File: src/rtl/fwd_scoreboard.sv
// Forwarding and hazard unit for the ID/EX boundary.
// In-flight destination registers are tracked in a DEPTH-entry shift register
// (stage 0 = EX, youngest). A single long-latency unit runs its own
// IDLE/BUSY/DONE machine. From this state the block derives per-port forwarding
// selects and one ID-stage stall.
//
// Handshake: there is no valid/ready pair. The ID instruction is taken only on a
// cycle with adv_i=1, issue_valid_i=1, stall_o=0 and flush_i=0. stall_o=1 with
// adv_i=1 holds ID and moves a bubble into EX.
module fwd_scoreboard #(
    parameter int AW       = 5,
    parameter int NPORT    = 2,
    parameter int DEPTH    = 3,
    parameter int LONG_LAT = 4,
    localparam int STG_W   = (DEPTH > 1) ? $clog2(DEPTH) : 1,
    localparam int SEL_W   = $clog2(DEPTH + 2),
    localparam int CNT_W   = (LONG_LAT > 1) ? $clog2(LONG_LAT) : 1
) (
    input  logic                   clk,
    input  logic                   rstn,
    input  logic                   adv_i,
    input  logic                   flush_i,
    input  logic                   issue_valid_i,
    input  logic                   issue_we_i,
    input  logic [AW-1:0]          issue_rd_i,
    input  logic [STG_W-1:0]       issue_rdy_stage_i,
    input  logic                   issue_long_i,
    input  logic [NPORT-1:0]       rs_en_i,
    input  logic [NPORT*AW-1:0]    rs_i,
    output logic [NPORT*SEL_W-1:0] fwd_sel_o,
    output logic                   stall_o,
    output logic                   long_busy_o,
    output logic                   long_wb_o,
    output logic [AW-1:0]          long_rd_o
);

    localparam logic [1:0] ST_IDLE = 2'd0;
    localparam logic [1:0] ST_BUSY = 2'd1;
    localparam logic [1:0] ST_DONE = 2'd2;

    // Tracked pipeline entries
    logic [DEPTH-1:0]            ent_v_q,   ent_v_d;
    logic [DEPTH-1:0][AW-1:0]    ent_rd_q,  ent_rd_d;
    logic [DEPTH-1:0][STG_W-1:0] ent_rdy_q, ent_rdy_d;

    // Long-unit state
    logic [1:0]       state_q,   state_d;
    logic [CNT_W-1:0] cnt_q,     cnt_d;
    logic [AW-1:0]    long_rd_q, long_rd_d;

    logic                        qualified;
    logic                        stall;
    logic                        take_pipe;
    logic                        take_long;
    logic                        long_active;
    logic [NPORT-1:0][SEL_W-1:0] sel;
    logic [NPORT-1:0]            port_stall;

    // x0 writes and non-writing instructions are never tracked
    assign qualified   = issue_we_i & (issue_rd_i != '0);
    assign long_active = (state_q != ST_IDLE);

    // Per-port select and RAW stall; descending scan so the youngest match wins
    always_comb begin
        sel        = '0;
        port_stall = '0;
        for (int p = 0; p < NPORT; p++) begin
            if (rs_en_i[p] && (rs_i[p*AW +: AW] != '0)) begin
                for (int k = DEPTH - 1; k >= 0; k--) begin
                    if (ent_v_q[k] && (ent_rd_q[k] == rs_i[p*AW +: AW])) begin
                        sel[p]        = SEL_W'(k + 1);
                        port_stall[p] = (int'(ent_rdy_q[k]) > k);
                    end
                end
                // Long unit is only consulted when no pipe entry matched
                if ((sel[p] == '0) && (long_rd_q == rs_i[p*AW +: AW])) begin
                    if (state_q == ST_DONE) begin
                        sel[p] = SEL_W'(DEPTH + 1);
                    end
                    if (state_q == ST_BUSY) begin
                        port_stall[p] = 1'b1;
                    end
                end
            end
        end
    end

    // Stall: RAW not yet forwardable, long unit occupied, or WAW against long op
    assign stall = issue_valid_i & ~flush_i &
                   ((|port_stall) |
                    (issue_long_i & long_active) |
                    (qualified & (issue_rd_i == long_rd_q) & long_active));

    assign take_pipe = adv_i & issue_valid_i & qualified & ~issue_long_i & ~stall & ~flush_i;
    assign take_long = adv_i & issue_valid_i & qualified &  issue_long_i & ~stall & ~flush_i;

    // Shift the tracked entries on advance; insert the ID instruction or a bubble
    always_comb begin
        ent_v_d   = ent_v_q;
        ent_rd_d  = ent_rd_q;
        ent_rdy_d = ent_rdy_q;
        if (adv_i) begin
            for (int k = DEPTH - 1; k >= 1; k--) begin
                ent_v_d[k]   = ent_v_q[k-1];
                ent_rd_d[k]  = ent_rd_q[k-1];
                ent_rdy_d[k] = ent_rdy_q[k-1];
            end
            ent_v_d[0]   = take_pipe;
            ent_rd_d[0]  = take_pipe ? issue_rd_i : '0;
            ent_rdy_d[0] = take_pipe ? issue_rdy_stage_i : '0;
        end
    end

    // Long-unit FSM: BUSY counts down regardless of adv_i, DONE waits for adv_i
    always_comb begin
        state_d   = state_q;
        cnt_d     = cnt_q;
        long_rd_d = long_rd_q;
        case (state_q)
            ST_IDLE: begin
                if (take_long) begin
                    state_d   = ST_BUSY;
                    cnt_d     = CNT_W'(LONG_LAT - 1);
                    long_rd_d = issue_rd_i;
                end
            end
            ST_BUSY: begin
                if (cnt_q == '0) begin
                    state_d = ST_DONE;
                end else begin
                    cnt_d = cnt_q - CNT_W'(1);
                end
            end
            ST_DONE: begin
                if (adv_i) begin
                    state_d = ST_IDLE;
                end
            end
            default: begin
                state_d = ST_IDLE;
            end
        endcase
    end

    // State registers with asynchronous active-low reset
    always_ff @(posedge clk or negedge rstn) begin
        if (!rstn) begin
            ent_v_q   <= '0;
            ent_rd_q  <= '0;
            ent_rdy_q <= '0;
            state_q   <= ST_IDLE;
            cnt_q     <= '0;
            long_rd_q <= '0;
        end else begin
            ent_v_q   <= ent_v_d;
            ent_rd_q  <= ent_rd_d;
            ent_rdy_q <= ent_rdy_d;
            state_q   <= state_d;
            cnt_q     <= cnt_d;
            long_rd_q <= long_rd_d;
        end
    end

    assign fwd_sel_o   = sel;
    assign stall_o     = stall;
    assign long_busy_o = long_active;
    assign long_wb_o   = (state_q == ST_DONE) & adv_i;
    assign long_rd_o   = long_rd_q;

endmodule

File: config.mk
export PLATFORM = sky130hd
export DESIGN_NAME = fwd_scoreboard
export DESIGN_NICKNAME = d
export VERILOG_FILES = /design/src/rtl/fwd_scoreboard.sv
export SDC_FILE = /design/constraint.sdc
export NUM_CORES = 1
export LEC_CHECK = 0
export ABC_AREA = 1
export CORE_MARGIN = 2
export CORE_UTILIZATION = 50
export CTS_CLUSTER_SIZE = 16
export DETAILED_ROUTE_END_ITERATION = 8
export PLACE_DENSITY = 0.87
export SYNTH_ARGS = -nofsm -noshare
export SYNTH_HDL_FRONTEND = slang
export SYNTH_SLANG_ARGS = --single-unit
File: constraint.sdc
create_clock -name clk -period 2.3 [get_ports clk]
set_input_delay 0.46 -clock clk [delete_from_list [all_inputs] [get_ports clk]]
set_output_delay 0.46 -clock clk [all_outputs]
set_load 0.01 [all_outputs]
==> report_table.html, run 1 <==
<table>
<tr><th>Metric</th><th>Value</th></tr>
<tr><th colspan="2">Place</th></tr>
<tr><td>Area after detailed placement</td><td>0.00301 mm²</td></tr>
<tr><td>Final RePlAce weighted congestion</td><td>approximately 0.98</td></tr>
<tr><td>HPWL Detailed</td><td>4790 µm</td></tr>
<tr><td>Pre-CTS WS</td><td>-0.767 ns</td></tr>
<tr><td>Cell count after placement</td><td>around 470</td></tr>
<tr><td>Port buffer count</td><td>39</td></tr>
<tr><th colspan="2">Floorplan</th></tr>
<tr><td>Core Area</td><td>roughly 0.0044 mm²</td></tr>
<tr><td>Count of standard-cell rows</td><td>24</td></tr>
<tr><td>Area of the die</td><td>0.00511 mm²</td></tr>
<tr><td>Vert. Die Dim</td><td>71.5 µm</td></tr>
<tr><td>Initial Util</td><td>between 50% and 60%</td></tr>
<tr><td>Die width</td><td>71.5 µm</td></tr>
<tr><td>I/O pins</td><td>40</td></tr>
<tr><th colspan="2">Drt</th></tr>
<tr><td>Post-detailed-route wirelength per cell</td><td>between 10 and 15 µm</td></tr>
<tr><td>Post-route ant nets</td><td>0</td></tr>
<tr><td>Wire length after detailed routing</td><td>7120 µm</td></tr>
<tr><td>TritonRoute pass-1 iters</td><td>5</td></tr>
<tr><td>Starting DRC count in detailed routing</td><td>around 250</td></tr>
<tr><td># DRC</td><td>0</td></tr>
<tr><td>Number of vias per cell</td><td>about 5.3</td></tr>
<tr><td>Vias after detailed routing</td><td>roughly 2600</td></tr>
<tr><th colspan="2">Cells and area</th></tr>
<tr><td>Design area</td><td>0.00323 mm²</td></tr>
<tr><td>Antenna diode instance count</td><td>0</td></tr>
<tr><td>Final-layout fill cell count</td><td>320</td></tr>
<tr><td>Number of nets in the finished design</td><td>approximately 460</td></tr>
<tr><td>Area growth, synth to finish</td><td>41.9%</td></tr>
<tr><td>Non-filler cells, final</td><td>489</td></tr>
<tr><td>Final Core Density</td><td>between 70% and 80%</td></tr>
<tr><td>Fraction of final layout cells with drive strength greater than 1</td><td>between 30% and 40%</td></tr>
<tr><th colspan="2">Hold path</th></tr>
<tr><td>Type of the tightest min-delay check</td><td>flip-flop to flip-flop</td></tr>
<tr><th colspan="2">Logic synthesis</th></tr>
<tr><td>Number of synthesized flops with an enable pin</td><td>0</td></tr>
<tr><td>Most frequent cell after synthesis</td><td>nand2_1</td></tr>
<tr><td>Share of synthesized area occupied by flip-flops and latches</td><td>a little over a third</td></tr>
<tr><td>Fraction of registers with async set or reset after synthesis</td><td>100%</td></tr>
<tr><td>Yosys warns</td><td>0</td></tr>
<tr><td>Number of cells produced by synthesis</td><td>347</td></tr>
<tr><td>Syn Nets</td><td>about 370</td></tr>
<tr><td>Post-synthesis cell type count</td><td>26</td></tr>
<tr><td>Flops &amp; latches, synth</td><td>33</td></tr>
<tr><td>Synthesized area divided by synthesized cell count</td><td>between 6 and 7 µm²</td></tr>
<tr><td>Cell area after technology mapping</td><td>between 0.002 and 0.0025 mm²</td></tr>
<tr><td>Cell type with the highest aggregate area in the netlist</td><td>dfrtp_1</td></tr>
<tr><td>Top area cells in the synthesized netlist</td><td>dfrtp_1 (36%), nand2_1 (22%), nor2_1 (6.6%)</td></tr>
<tr><td>Leading post-synthesis cells by instance count</td><td>nand2_1 (131), nor2_1 (40), inv_1 (36)</td></tr>
<tr><td>Yosys top cell area share</td><td>between 30% and 40%</td></tr>
<tr><td>Dominant synthesized flop cell</td><td>dfrtp_1</td></tr>
<tr><th colspan="2">Global route</th></tr>
<tr><td>Maximum number of pins on one net before global-route repair</td><td>34</td></tr>
<tr><td>Vias in the first global route</td><td>about 2300</td></tr>
<tr><td>Global routing usage summed across all routing layers</td><td>between 20% and 30%</td></tr>
<tr><td>Global-route wire length before repair</td><td>~11000 µm</td></tr>
<tr><td>Number of antenna violations at the first check in global routing</td><td>0</td></tr>
<tr><td>Total global routing overflow</td><td>0</td></tr>
<tr><th colspan="2">Timing</th></tr>
<tr><td>Final hold violation count</td><td>0</td></tr>
<tr><td>Max-slew violation count</td><td>0</td></tr>
<tr><td>Top achievable clock speed</td><td>415 MHz</td></tr>
<tr><td>Final worst-path setup slack</td><td>-0.111 ns</td></tr>
<tr><td>Slew at the pin closest to its max-slew limit</td><td>0.422 ns</td></tr>
<tr><td>Final setup violation count</td><td>1</td></tr>
<tr><td>Time the worst path needs with I/O delays and setup</td><td>approximately 2.4 ns</td></tr>
<tr><td>WHS</td><td>approximately 0.48 ns</td></tr>
<tr><td>Worst slew margin relative to its limit</td><td>between 70 and 80%</td></tr>
<tr><td>Final Cycle Share</td><td>105%</td></tr>
<tr><td>Sum of negative setup slack</td><td>-0.111 ns</td></tr>
<tr><td>Worst Clk Skew</td><td>around 0.0098 ns</td></tr>
<tr><td>Unrepaired setup endpoints after global routing</td><td>true</td></tr>
<tr><th colspan="2">Critical path</th></tr>
<tr><td>Arrival @ worst endpoint</td><td>between 1.5 and 2 ns</td></tr>
<tr><td>Nature of the critical path startpoint</td><td>input pin</td></tr>
<tr><td>Max FO, Critical Path</td><td>5</td></tr>
<tr><td>Kind of capture point of the worst setup path</td><td>output pin</td></tr>
<tr><td>Required time of the critical path</td><td>approximately 1.8 ns</td></tr>
<tr><td>Path type of the worst setup path</td><td>input pin to output pin</td></tr>
<tr><th colspan="2">Outcome</th></tr>
<tr><td>Status</td><td>finished with violations</td></tr>
<tr><td>Violations in the final reports</td><td>setup timing</td></tr>
<tr><th colspan="2">Power</th></tr>
<tr><td>Power after layout</td><td>slightly below 2 mW</td></tr>
<tr><td>Areal power density over the cells</td><td>597 mW/mm²</td></tr>
<tr><td>Worst vdd rail ir drop</td><td>between 0.4 and 0.5 mV</td></tr>
<tr><td>Leakage power summed over all cells</td><td>around 1.7 nW</td></tr>
<tr><th colspan="2">Flow run</th></tr>
<tr><td>Count of maximum capacitance violations</td><td>0</td></tr>
<tr><th colspan="2">Clocking</th></tr>
<tr><td>Number of H-tree levels</td><td>2</td></tr>
<tr><td>CTS root buf</td><td>clkbuf_8</td></tr>
<tr><td>TritonCTS Buffers</td><td>5</td></tr>
<tr><td>CTS max path bufs</td><td>2</td></tr>
<tr><td>TritonCTS clock tree</td><td>yes</td></tr>
<tr><td>Clock latency on the worst-skew pair</td><td>approximately 0.29 ns</td></tr>
<tr><td>Clock slew at the register clock pins of the worst setup and hold paths</td><td>about 0.070 ns</td></tr>
<tr><td>Total number of clock tree sinks</td><td>33</td></tr>
</table>
## metal layers
metal	up-vias	GRT usage [%]	wire, µm
li1	1255	-	-
met5	-	0	0
met3	22	4.36	537
met2	138	44.5	3540
met1	1194	35.0	2870
met4	0	7.13	166
## path summary, 6_finish.rpt
| check | start | to | slack (ns) | depth (start not counted) |
|---|---|---|---|---|
| min in group asynchronous | rstn | ent_rd_q[3] | 0.58 | 2 |
| min reg2reg | ent_rdy_q[2] | ent_rdy_q[4] | 0.48 | 2 |
| max | rs_i[6] | stall_o | -0.11 | 14 |
| min | ent_rdy_q[2] | ent_rdy_q[4] | 0.48 | 2 |
| max reg2reg | long_rd_o[0] | cnt_q[1] | 0.13 | 15 |
| max in group asynchronous | rstn | long_rd_o[4] | 1.40 | 2 |
## worst max-delay path, cell delays in order
cell and delay [ns]:
clkdlybuf4s15_2 0.25, inv_2 0.11, nand2_1 0.06, nand2_1 0.07, nor2_1 0.05, nand3_2 0.09
inv_1 0.08, nor2_1 0.16, nand2_1 0.10, a21oi_2 0.19, nand3_4 0.10, nand2_4 0.08
nor2_2 0.03, buf_2 0.13
## power breakdown
group | switching [mW] | internal (mW) | leakage (nW)
clock | 0.214 | 0.215 | 0.0395
sequential | 0.0788 | 0.657 | 0.438
combinational | 0.383 | 0.381 | 1.22
total | 0.675 | 1.25 | 1.70
## cells by family after synthesis
group / synth area share (%)
and+or+nand+nor: 38.5
xor gates and xnor gates: 5.77
adders and majority gates: 0.549
AOI/OAI and AO/OA: 9.40
DFF: 36.3
buffers and inverters: 9.56
## sequential cells by signal, summed over array words and instances, names as in the netlist
signal     flops
long_rd_o      5
ent_rd_q      15
ent_v_q        3
cnt_q          2
state_q        2
ent_rdy_q      6
## layout by cell type (no fill, tap or decap), types with 3 or more instances in the layout
cell and count:
nand2_1 129, buf_4 48, nor2_1 33, inv_1 29, dfrtp_1 27, inv_2 19
o21ai_0 17, clkdlybuf4s50_1 17, nor2_2 11, nand3_2 8, xor2_1 8, nand3_1 7
o21ai_2 7, buf_2 7, dfrtp_2 6, clkbuf_2 6, nand2_2 5, o22ai_1 5
clkbuf_8 5, dlymetal6s2s_1 5, xnor2_1 4, o21ai_1 3, nand4_1 3, a21oi_1 3
xnor2_2 3, clkbuf_1 3, clkdlybuf4s15_2 3
## what timing repair did
| item | 4_1_cts | 5_1_grt |
|---|---|---|
| hold buffers | 0 | 0 |
| pin swaps | 0 | 12 |
| resized for setup | 47 | 62 |
| setup buffers | 0 | 8 |
| endpoints found under the setup margin | 10 | 9 |
## layout make-up
type | count | area (µm²) | area share (%)
Sequential cell | 33 | 833 | 25.8
Timing Repair Buffer | 88 | 712 | 22.0
Multi-Input combinational cell | 259 | 1360 | 42.0
Inverter | 49 | 184 | 5.69
Tap cell | 52 | 65.1 | 2.01
Clock buffer | 8 | 80.1 | 2.48
No activity file was read; power rests on OpenSTA's default activity.
==> run 2, diff against run 1 <==
- REMOVE_ABC_BUFFERS: unset -> 1
==> report_table.html, run 2 (same netlist as run 1, synthesis figures left out) <==
<table>
<tr><th>Metric</th><th>Value</th></tr>
<tr><th colspan="2">Clocking</th></tr>
<tr><td>TritonCTS clock tree</td><td>yes</td></tr>
<tr><td>CTS root buf</td><td>clkbuf_8</td></tr>
<tr><td>Clock latency on the worst-skew pair</td><td>approximately 0.29 ns</td></tr>
<tr><td>CTS max path bufs</td><td>2</td></tr>
<tr><td>Total number of clock tree sinks</td><td>33</td></tr>
<tr><td>Clock slew at the register clock pins of the worst setup and hold paths</td><td>about 0.07 ns</td></tr>
<tr><td>Number of H-tree levels</td><td>2</td></tr>
<tr><td>TritonCTS Buffers</td><td>5</td></tr>
<tr><th colspan="2">Cells and area</th></tr>
<tr><td>Biggest register</td><td>ent_rd_q</td></tr>
<tr><td>Highest-count cells in the layout ignoring fill and taps</td><td>nand2_1 (126), buf_4 (55), nor2_1 (30)</td></tr>
<tr><td>Most common cell after layout, fill and taps aside</td><td>nand2_1</td></tr>
<tr><td>Number of flip-flops under the largest register name</td><td>15</td></tr>
<tr><td>Fraction of final layout cells with drive strength greater than 1</td><td>33.2%</td></tr>
<tr><td>Area growth, synth to finish</td><td>44.2%</td></tr>
<tr><td>Non-filler cells, final</td><td>between 400 and 500</td></tr>
<tr><td>Design area</td><td>~0.0033 mm²</td></tr>
<tr><td>Number of nets in the finished design</td><td>469</td></tr>
<tr><th colspan="2">Floorplan</th></tr>
<tr><td>Area of the die</td><td>approximately 0.0051 mm²</td></tr>
<tr><td>Count of standard-cell rows</td><td>24</td></tr>
<tr><td>Initial Util</td><td>between 50 and 60%</td></tr>
<tr><td>Core Area</td><td>between 0.004 and 0.005 mm²</td></tr>
<tr><td>Vert. Die Dim</td><td>approximately 71 µm</td></tr>
<tr><td>I/O pins</td><td>40</td></tr>
<tr><td>Die width</td><td>71.5 µm</td></tr>
<tr><th colspan="2">Power</th></tr>
<tr><td>Cell internal power dissipation</td><td>between 1 and 1.5 mW</td></tr>
<tr><td>Net Sw Frac</td><td>33.8%</td></tr>
<tr><td>Power after layout</td><td>about 2.1 mW</td></tr>
<tr><td>Leakage power summed over all cells</td><td>1.70 nW</td></tr>
<tr><td>Sequential share of power</td><td>between 30% and 40%</td></tr>
<tr><td>Switching power of the nets</td><td>between 0.7 and 0.8 mW</td></tr>
<tr><td>Combinational Power Share</td><td>36.9%</td></tr>
<tr><td>Areal power density over the cells</td><td>642 mW/mm²</td></tr>
<tr><td>Worst vdd rail ir drop</td><td>0.510 mV</td></tr>
<tr><td>Clk pwr share</td><td>between 20 and 30%</td></tr>
<tr><th colspan="2">Global route</th></tr>
<tr><td>Global-route wire length before repair</td><td>about 12000 µm</td></tr>
<tr><td>Number of antenna violations at the first check in global routing</td><td>1</td></tr>
<tr><td>Vias in the first global route</td><td>2528</td></tr>
<tr><td>Maximum number of pins on one net before global-route repair</td><td>34</td></tr>
<tr><td>Total global routing overflow</td><td>0</td></tr>
<tr><td>Global routing usage summed across all routing layers</td><td>approximately 30%</td></tr>
<tr><th colspan="2">Timing</th></tr>
<tr><td>Final worst-path setup slack</td><td>-0.0848 ns</td></tr>
<tr><td>Slew at the pin closest to its max-slew limit</td><td>roughly 0.43 ns</td></tr>
<tr><td>Worst slew margin relative to its limit</td><td>around 71%</td></tr>
<tr><td>Unrepaired setup endpoints after global routing</td><td>true</td></tr>
<tr><td>Time the worst path needs with I/O delays and setup</td><td>2.38 ns</td></tr>
<tr><td>Worst Clk Skew</td><td>roughly 0.007 ns</td></tr>
<tr><td>Sum of negative setup slack</td><td>-0.0848 ns</td></tr>
<tr><td>Top achievable clock speed</td><td>419 MHz</td></tr>
<tr><td>Final setup violation count</td><td>1</td></tr>
<tr><td>Final Cycle Share</td><td>104%</td></tr>
<tr><td>Max-slew violation count</td><td>0</td></tr>
<tr><td>Final hold violation count</td><td>0</td></tr>
<tr><th colspan="2">Critical path</th></tr>
<tr><td>Capture point of the critical path</td><td>stall_o</td></tr>
<tr><td>Cell count of the worst reg-to-reg path</td><td>14</td></tr>
<tr><td>Cell occurring most often along the worst timing path</td><td>nand2_1</td></tr>
<tr><td>Max FO, Critical Path</td><td>4</td></tr>
<tr><td>Path type of the worst setup path</td><td>flip-flop to output pin</td></tr>
<tr><td>R2R Setup Slk</td><td>roughly 0.18 ns</td></tr>
<tr><td>Crit path max-delay cell type</td><td>dfrtp_1</td></tr>
<tr><td>R2r startpoint</td><td>ent_rd_q[3]</td></tr>
<tr><td>Worst flop-to-flop path endpoint</td><td>ent_rd_q[4]</td></tr>
<tr><td>Required time of the critical path</td><td>around 1.8 ns</td></tr>
<tr><td>Nature of the critical path startpoint</td><td>flip-flop</td></tr>
<tr><td>Number of logic stages on the critical path including buffering</td><td>13</td></tr>
<tr><td>Critical Path Source</td><td>ent_rd_q[3]</td></tr>
<tr><td>Crit-path leading delay family</td><td>simple AND/OR/NAND/NOR gates</td></tr>
<tr><td>List of cells traversed by the critical path</td><td>inv_1 -&gt; nand2_1 -&gt; nand2_1 -&gt; nor2_2 -&gt; nand3_2 -&gt; inv_2 -&gt; nor2_1 -&gt; nand2_1 -&gt; a21oi_2 -&gt; nand3_2 -&gt; nand2_4 -&gt; nor2_2 -&gt; buf_2</td></tr>
<tr><td>Kind of capture point of the worst setup path</td><td>output pin</td></tr>
<tr><td>Number of buffers and inverters on the critical path</td><td>3</td></tr>
<tr><td>Arrival @ worst endpoint</td><td>between 1.5 and 2 ns</td></tr>
<tr><td>Max stage delay on crit path</td><td>0.41 ns</td></tr>
<tr><th colspan="2">Drt</th></tr>
<tr><td>Number of vias per cell</td><td>about 5.4</td></tr>
<tr><td>Wire length after detailed routing</td><td>just under 8000 µm</td></tr>
<tr><td>TritonRoute pass-1 iters</td><td>5</td></tr>
<tr><td>Vias after detailed routing</td><td>2688</td></tr>
<tr><td># DRC</td><td>0</td></tr>
<tr><td>Starting DRC count in detailed routing</td><td>226</td></tr>
<tr><td>Post-detailed-route wirelength per cell</td><td>roughly 16 µm</td></tr>
<tr><td>Post-route ant nets</td><td>0</td></tr>
<tr><th colspan="2">Hold path</th></tr>
<tr><td>Type of the tightest min-delay check</td><td>flip-flop to flip-flop</td></tr>
<tr><th colspan="2">Flow run</th></tr>
<tr><td>Count of maximum capacitance violations</td><td>0</td></tr>
<tr><th colspan="2">Place</th></tr>
<tr><td>Area after detailed placement</td><td>0.00305 mm²</td></tr>
<tr><td>HPWL Detailed</td><td>between 5000 and 6000 µm</td></tr>
<tr><td>Cell count after placement</td><td>~480</td></tr>
<tr><td>Final RePlAce weighted congestion</td><td>~1.0</td></tr>
<tr><td>Port buffer count</td><td>39</td></tr>
<tr><th colspan="2">Outcome</th></tr>
<tr><td>Violations in the final reports</td><td>setup timing</td></tr>
<tr><td>Status</td><td>finished with violations</td></tr>
</table>
[run 2: per-layer routing]
| layer | routed length, µm | global-route usage, % | vias up |
|---|---|---|---|
| li1 | - | - | 1265 |
| met5 | 0 | 0 | - |
| met3 | 514 | 5.49 | 34 |
| met4 | 352 | 13.2 | 0 |
| met1 | 3120 | 37.8 | 1266 |
| met2 | 3810 | 51.6 | 123 |
[run 2: repair_timing]
item	CTS	global route
hold buffers	0	0
buffers inserted	2	6
setup endpoints to repair	14	9
gates cloned	0	0
pin swaps	12	22
resized for setup	64	37
[run 2: final cells by class]
class	count	area (µm²)
sequential	33	832
fill	320	1100
inverter	49	184
tap	52	65.1
clock inverter	1	30.0
timing repair buffer	94	754
antenna	1	2.50
multi-input combinational	259	1330
clock buffer	7	86.3
[run 2: power by group through the flow]
stage	combinational (mW)	sequential, mW	clock (mW)
CTS	0.722	0.739	0.587
global placement	0.674	0.744	0
global route	0.841	0.751	0.616
detailed placement	0.696	0.750	0
finish	0.778	0.747	0.584
floorplan	0.323	0.752	0
[run 2: worst min path at each step]
stage                            start      endpoint  slack, ns  depth (start not counted)
final                     ent_rdy_q[4]  ent_rdy_q[4]       0.50                          2
after global routing      ent_rdy_q[4]  ent_rdy_q[4]       0.53                          2
after CTS                 ent_rdy_q[5]  ent_rdy_q[5]       0.49                          2
after detailed placement  ent_rdy_q[5]  ent_rdy_q[5]       0.47                          2
after global placement    ent_rdy_q[2]  ent_rdy_q[4]       0.46                          2
after floorplan                   rstn      cnt_q[0]       0.16                          0
[run 2: through the flow]
stage / worst slack [ns] / utilization (%) / hold slack (ns)
floorplan: 0.420 / - / 0.164
global placement: -0.792 / 69.6 / 0.458
detailed placement: -0.777 / 69.6 / 0.475
CTS: -0.0423 / 73.2 / 0.492
global route: -0.207 / 74.9 / 0.533
finish: -0.0848 / 74.9 / 0.499
[run 2: worst register-to-register path, cell delays in order (launching register included)]
cell	delay (ns)
dfrtp_1	0.41
inv_1	0.12
nand2_1	0.09
nand2_1	0.08
nor2_2	0.05
nand3_2	0.10
inv_2	0.05
nor2_1	0.11
nand2_1	0.10
a21oi_2	0.18
nand3_2	0.11
nand2_4	0.08
buf_4	0.14
nand2_1	0.19
o22ai_1	0.24
==> run 3, diff against run 2 <==
- CAP_MARGIN: unset -> 20
- SLEW_MARGIN: unset -> 20
==> results of run 3 <==
Same layout as run 2: the final DEF is identical, and so are final timing and power.
